**src/rtl/mac_pipe_if.sv**
```systemverilog
// rtl/mac_pipe_if.sv - operand/result bundle for the pipelined multiply-accumulate unit
interface mac_pipe_if #(
    parameter int A_W   = 8,
    parameter int B_W   = 8,
    parameter int ACC_W = 16
);
    // operand side
    logic             in_valid;
    logic [A_W-1:0]   a;
    logic [B_W-1:0]   b;
    logic [ACC_W-1:0] c;
    logic             mode;
    logic             clr;

    // result side
    logic             out_valid;
    logic [ACC_W-1:0] d;
    logic             ovf;
    logic             ovf_sticky;
    logic [ACC_W-1:0] acc;

    // operand source / result consumer
    modport master (
        output in_valid, a, b, c, mode, clr,
        input  out_valid, d, ovf, ovf_sticky, acc
    );

    // the mac_pipe datapath
    modport slave (
        input  in_valid, a, b, c, mode, clr,
        output out_valid, d, ovf, ovf_sticky, acc
    );
endinterface

```
**src/rtl/mac_pipe.sv**
```systemverilog
// rtl/mac_pipe.sv - two-stage unsigned multiply-add / multiply-accumulate with overflow detect
module mac_pipe #(
    parameter int A_W   = 8,
    parameter int B_W   = 8,
    parameter int ACC_W = 16,
    parameter int SAT   = 0
) (
    input  logic          clk,
    input  logic          rst_n,
    mac_pipe_if.slave     bus
);
    localparam int P_W  = A_W + B_W;
    // one extra bit above the wider of product and accumulator catches the carry
    localparam int S_W  = ((P_W > ACC_W) ? P_W : ACC_W) + 1;

    // stage 1 registers
    logic [P_W-1:0]   p1;
    logic [ACC_W-1:0] c1;
    logic             mode1;
    logic             v1;

    // stage 2 / output registers
    logic             out_valid_q;
    logic [ACC_W-1:0] d_q;
    logic             ovf_q;
    logic             ovf_sticky_q;
    logic [ACC_W-1:0] acc_q;

    // stage 2 combinational results
    logic [ACC_W-1:0] addend;
    logic [S_W-1:0]   sum;
    logic             ov;
    logic [ACC_W-1:0] d_next;

    // stage 1: register full-width product and the operand controls
    always_ff @(posedge clk or negedge rst_n) begin
        if (!rst_n) begin
            p1    <= '0;
            c1    <= '0;
            mode1 <= 1'b0;
            v1    <= 1'b0;
        end else begin
            v1 <= bus.in_valid;
            if (bus.in_valid) begin
                p1    <= P_W'(bus.a) * P_W'(bus.b);
                c1    <= bus.c;
                mode1 <= bus.mode;
            end
        end
    end

    // stage 2 arithmetic: accumulate mode reads acc as it stands, so back-to-back ops chain
    always_comb begin
        addend = mode1 ? acc_q : c1;
        sum    = S_W'(p1) + S_W'(addend);
        ov     = |sum[S_W-1:ACC_W];
        d_next = ((SAT != 0) && ov) ? {ACC_W{1'b1}} : sum[ACC_W-1:0];
    end

    // stage 2 result registers; d holds its last value across bubbles
    always_ff @(posedge clk or negedge rst_n) begin
        if (!rst_n) begin
            out_valid_q <= 1'b0;
            d_q         <= '0;
            ovf_q       <= 1'b0;
        end else begin
            out_valid_q <= v1;
            ovf_q       <= v1 & ov;
            if (v1) begin
                d_q <= d_next;
            end
        end
    end

    // accumulator and sticky overflow; clr wins over a same-edge update
    always_ff @(posedge clk or negedge rst_n) begin
        if (!rst_n) begin
            acc_q        <= '0;
            ovf_sticky_q <= 1'b0;
        end else if (bus.clr) begin
            acc_q        <= '0;
            ovf_sticky_q <= 1'b0;
        end else if (v1) begin
            if (mode1) begin
                acc_q <= d_next;
            end
            if (ov) begin
                ovf_sticky_q <= 1'b1;
            end
        end
    end

    assign bus.out_valid  = out_valid_q;
    assign bus.d          = d_q;
    assign bus.ovf        = ovf_q;
    assign bus.ovf_sticky = ovf_sticky_q;
    assign bus.acc        = acc_q;
endmodule

```
**src/flat_wrapper.sv**
```systemverilog
// flat-port wrapper written by rule: the top's interface ports become plain ports
module mac_pipe_flat 
#(
    parameter int A_W   = 8,
    parameter int B_W   = 8,
    parameter int ACC_W = 16,
    parameter int SAT   = 0
)
  (clk, rst_n, bus_in_valid, bus_a, bus_b, bus_c, bus_mode, bus_clr, bus_out_valid, bus_d, bus_ovf, bus_ovf_sticky, bus_acc);
  mac_pipe_if #(.A_W(A_W), .B_W(B_W), .ACC_W(ACC_W)) bus_i ();
  input  logic clk;
  input  logic rst_n;
  input wire logic [$bits(bus_i.in_valid)-1:0] bus_in_valid;
  input wire logic [$bits(bus_i.a)-1:0] bus_a;
  input wire logic [$bits(bus_i.b)-1:0] bus_b;
  input wire logic [$bits(bus_i.c)-1:0] bus_c;
  input wire logic [$bits(bus_i.mode)-1:0] bus_mode;
  input wire logic [$bits(bus_i.clr)-1:0] bus_clr;
  output wire logic [$bits(bus_i.out_valid)-1:0] bus_out_valid;
  output wire logic [$bits(bus_i.d)-1:0] bus_d;
  output wire logic [$bits(bus_i.ovf)-1:0] bus_ovf;
  output wire logic [$bits(bus_i.ovf_sticky)-1:0] bus_ovf_sticky;
  output wire logic [$bits(bus_i.acc)-1:0] bus_acc;
  assign bus_i.in_valid = bus_in_valid;
  assign bus_i.a = bus_a;
  assign bus_i.b = bus_b;
  assign bus_i.c = bus_c;
  assign bus_i.mode = bus_mode;
  assign bus_i.clr = bus_clr;
  assign bus_out_valid = bus_i.out_valid;
  assign bus_d = bus_i.d;
  assign bus_ovf = bus_i.ovf;
  assign bus_ovf_sticky = bus_i.ovf_sticky;
  assign bus_acc = bus_i.acc;
  mac_pipe #(.A_W(A_W), .B_W(B_W), .ACC_W(ACC_W), .SAT(SAT)) u_core (.clk(clk), .rst_n(rst_n), .bus(bus_i));
endmodule
```
**config.mk**
```make
export PLATFORM = sky130hd
export DESIGN_NAME = mac_pipe_flat
export DESIGN_NICKNAME = d
export VERILOG_FILES = /design/src/rtl/mac_pipe_if.sv /design/src/rtl/mac_pipe.sv /design/src/flat_wrapper.sv
export SDC_FILE = /design/constraint.sdc
export NUM_CORES = 1
export LEC_CHECK = 0
export ABC_AREA = 0
export CAP_MARGIN = 40
export CORE_MARGIN = 10
export CORE_UTILIZATION = 60
export CTS_BUF_LIST = sky130_fd_sc_hd__clkbuf_4
export DETAILED_ROUTE_END_ITERATION = 10
export PLACE_DENSITY = 0.86
export SLEW_MARGIN = 20
export SYNTH_ARGS = -nofsm -noshare
export SYNTH_HDL_FRONTEND = slang
export SYNTH_SLANG_ARGS = --single-unit
```
**constraint.sdc**
```tcl
create_clock -name clk -period 8.9 [get_ports clk]
set_clock_uncertainty 0.2 [all_clocks]
set_input_delay 1.78 -clock clk [delete_from_list [all_inputs] [get_ports clk]]
set_output_delay 1.78 -clock clk [all_outputs]
set_load 0.02 [all_outputs]
```
==> out/results.tsv <==
metric	value	unit
Simple-Gate Fraction of Synth Area	0.117	
share of cells above drive strength 1	0.146	
Worst-path clk slew	0.10	ns
Synth Cell Area	5630	sq um
Post-synth ARST share	1.00	
TritonCTS Buffers	9	
Rel. slew slack	0.594	
post-CTS setup buffers	0	
RSZ-0062 raised after global routing	false	
CTS sink cnt	69	
GPL Wtd Cong	0.886	
Worst-Margin Slew	0.593	ns
final worst setup slack	2.71	ns
critical-path cell list	clkdlybuf4s50_1, and2_1, fa_1, fa_1, fa_1, inv_1, fa_1, inv_1, ha_1, a21o_1, a211oi_1, o21ai_0, a31oi_1, xnor2_1, mux2_2	
count of input and output buffers	71	
Final nets	737	
Root Driver	clkbuf_4	
largest family of logic cells by synthesized area	adder cells	
Max clock buf depth	2	
R2R Setup Slk	5.47	ns
Synth Warn #	0	
commonest non-fill, non-tap cells in the layout	clkdlybuf4s50_1, dfrtp_1, mux2_2	
WL final	12500	um
final hold vios	0	
Multi-input gate area	3630	sq um
dpl cells	709	
FF+latch area	1730	sq um
syn avg cell area	10.5	sq um
die width	117	um
cts repair resizes	0	
Final Instance Count excl. Fillers	727	
Adder-Cell Fraction of Synth Area	0.247	
Synth Area in Compound Gates	0.126	
Crit Path Max Fanout	8	
pin count of the biggest net entering global routing	70	
CP Buf/Inv Count	3	
commonest non-fill, non-tap cell in the layout	clkdlybuf4s50_1	
Finished Cell Area	6640	sq um
Pins Over Slew Limit	0	
CTS tree	yes	
vias in the first global route	4367	
Yosys reg bits	69	
die height	117	um
Cells on Worst Hold Path	1	
final core utilization	0.722	
Critical R2R Capture	u_core.bus.d[15]$_DFFE_PN0P_	
Worst Path Required	9.01	ns
fin crit share	0.696	
Area growth syn-to-layout	18.0	%
number of library cell types mapped by synthesis	52	
via count	4147	
WP data arrival	6.30	ns
vias per cell	5.70	
number of H-tree levels	3	
hold path endpoint	u_core.bus.d[11]$_DFFE_PN0P_	
run status	finished clean	
CTS Hold Bufs	0	
max_cap viols	0	
ANT cells	0	
prevailing post-synth register cell	dfrtp_1	
Max Freq	161	MHz
DP Worst Slack	2.32	ns
initial antenna violation count	0	
cell taking the most area after synthesis	dfrtp_1	
Setup crit start kind	input pin	
P per Cell Area	279	nW/um^2
final setup fails	0	
I/O pins	72	
most frequent cell on the critical path	fa_1	
setup tns final	0	ns
Mapped Nets	663	
post-synthesis xor/xnor area fraction	0.0327	
Syn Inst Count	537	
die area	13700	sq um
Post-DP Area	6450	sq um
kind of cell adding the most delay to the critical path	adder cells	
Seq/Total Area, Yosys	0.307	
clock latency at the later pin of the worst-skew pair	0.42	ns
Core Area	9200	sq um
Worst Reg-to-Reg Cells	9	
site row count	35	
Final min period	6.19	ns
Initial Util	0.612	
wire per inst	17.2	um
peak supply drop	0.161	mV
gr usage total	0.195	
critical path's slowest cell	clkdlybuf4s50_1	
Hold WC Path Type	flop to flop	
largest cells by area after synthesis	dfrtp_1, fa_1, mux2_2	
first-pass GRT wire length	21300	um
top-area cell type share of the netlist area	0.307	
DRC violations left	0	
slowest stage delay, CP	0.57	ns
hpwl dp	9780	um
Post-synth EDFFs	0	
LEAKAGE	3.16	nW
# fillers	694	
mux cell area share after synthesis	0.121	
Initial DRC Count	206	
CP Class	input pin to flop	
FF-to-FF Start	u_core.mode1$_DFFE_PN0P_	
DRT antenna net count	0	
Overflow after GRT	0	
crit path capture type	flop	
hold path start	u_core.bus.d[11]$_DFFE_PN0P_	
first-pass detailed-route iteration total	4	
cells by family after synthesis:
family,Yosys count
buffers and inverters,72
xor gates and xnor gates,21
adders and majority gates,89
muxes,61
AOI/OAI and AO/OA,100
and+or+nand+nor,125
DFF,69
per-stage QoR:
step                power (mW)  hold WS, ns
floorplan                 1.29        0.152
global placement          1.59        0.290
detailed placement        1.62        0.294
CTS                       1.86        0.321
global route              2.01        0.334
finish                    1.85        0.315
metal layers:
metal / vias to the layer above / global-route usage / share of wire / routed length (um)
met5: - / 0 / 0 / 0
met4: 0 / 0.0371 / 0.0094 / 118
met3: 11 / 0.0581 / 0.061 / 760
met2: 102 / 0.322 / 0.50 / 6250
met1: 2038 / 0.249 / 0.43 / 5390
li1: 1996 / - / - / -
cell usage after synthesis (2+ instances only):
cell type and instances:
a211oi_1 4, a21o_1 10, a21oi_1 29, a21oi_2 2, a22o_1 11, and2_1 52, and3_1 2, buf_2 5
clkbuf_1 9, dfrtp_1 69, fa_1 37, ha_1 52, inv_1 57, mux2_2 58, mux2i_1 3, nand2_1 33
nand3_1 3, nand4_1 3, nor2_1 18, nor2b_1 5, nor3_1 3, o2111ai_1 2, o21a_1 8, o21ai_0 10
o21bai_1 5, o41ai_1 2, xnor2_1 13, xor2_1 8
power breakdown:
group          internal, mW  switching, mW
Combinational         0.534          0.618
Clock                 0.112          0.113
Sequential            0.411         0.0626
Total                  1.06          0.794
cell type report:
class,instances,share of cell area
Multi-Input combinational cell,396,0.546
Sequential cell,69,0.260
Timing Repair Buffer,78,0.117
Inverter,57,0.0322
Tap cell,111,0.0209
Clock inverter,7,0.0136
Clock buffer,9,0.0102
worst max path at each step:
stage | from | end | slack [ns] | cells after the start
3_3_place_gp | bus_a[2] | u_core.p1[12]$_DFFE_PN0P_ | 2.40 | 15
2_1_floorplan | bus_a[2] | u_core.p1[12]$_DFFE_PN0P_ | 3.19 | 14
5_1_grt | bus_a[2] | u_core.p1[14]$_DFFE_PN0P_ | 2.54 | 14
4_1_cts | bus_a[2] | u_core.p1[12]$_DFFE_PN0P_ | 2.76 | 15
6_report | bus_a[2] | u_core.p1[12]$_DFFE_PN0P_ | 2.71 | 15
3_5_place_dp | bus_a[2] | u_core.p1[12]$_DFFE_PN0P_ | 2.32 | 15
sequential cells by signal (all words and copies together) (netlist names):
signal	count
u_core.c1	16
u_core.bus.acc	16
u_core.p1	16
u_core.mode1	1
u_core.bus.ovf	1
u_core.v1	1
u_core.bus.out_valid	1
u_core.bus.d	16
u_core.bus.ovf_sticky	1
Power figures use the tool's default switching activity.
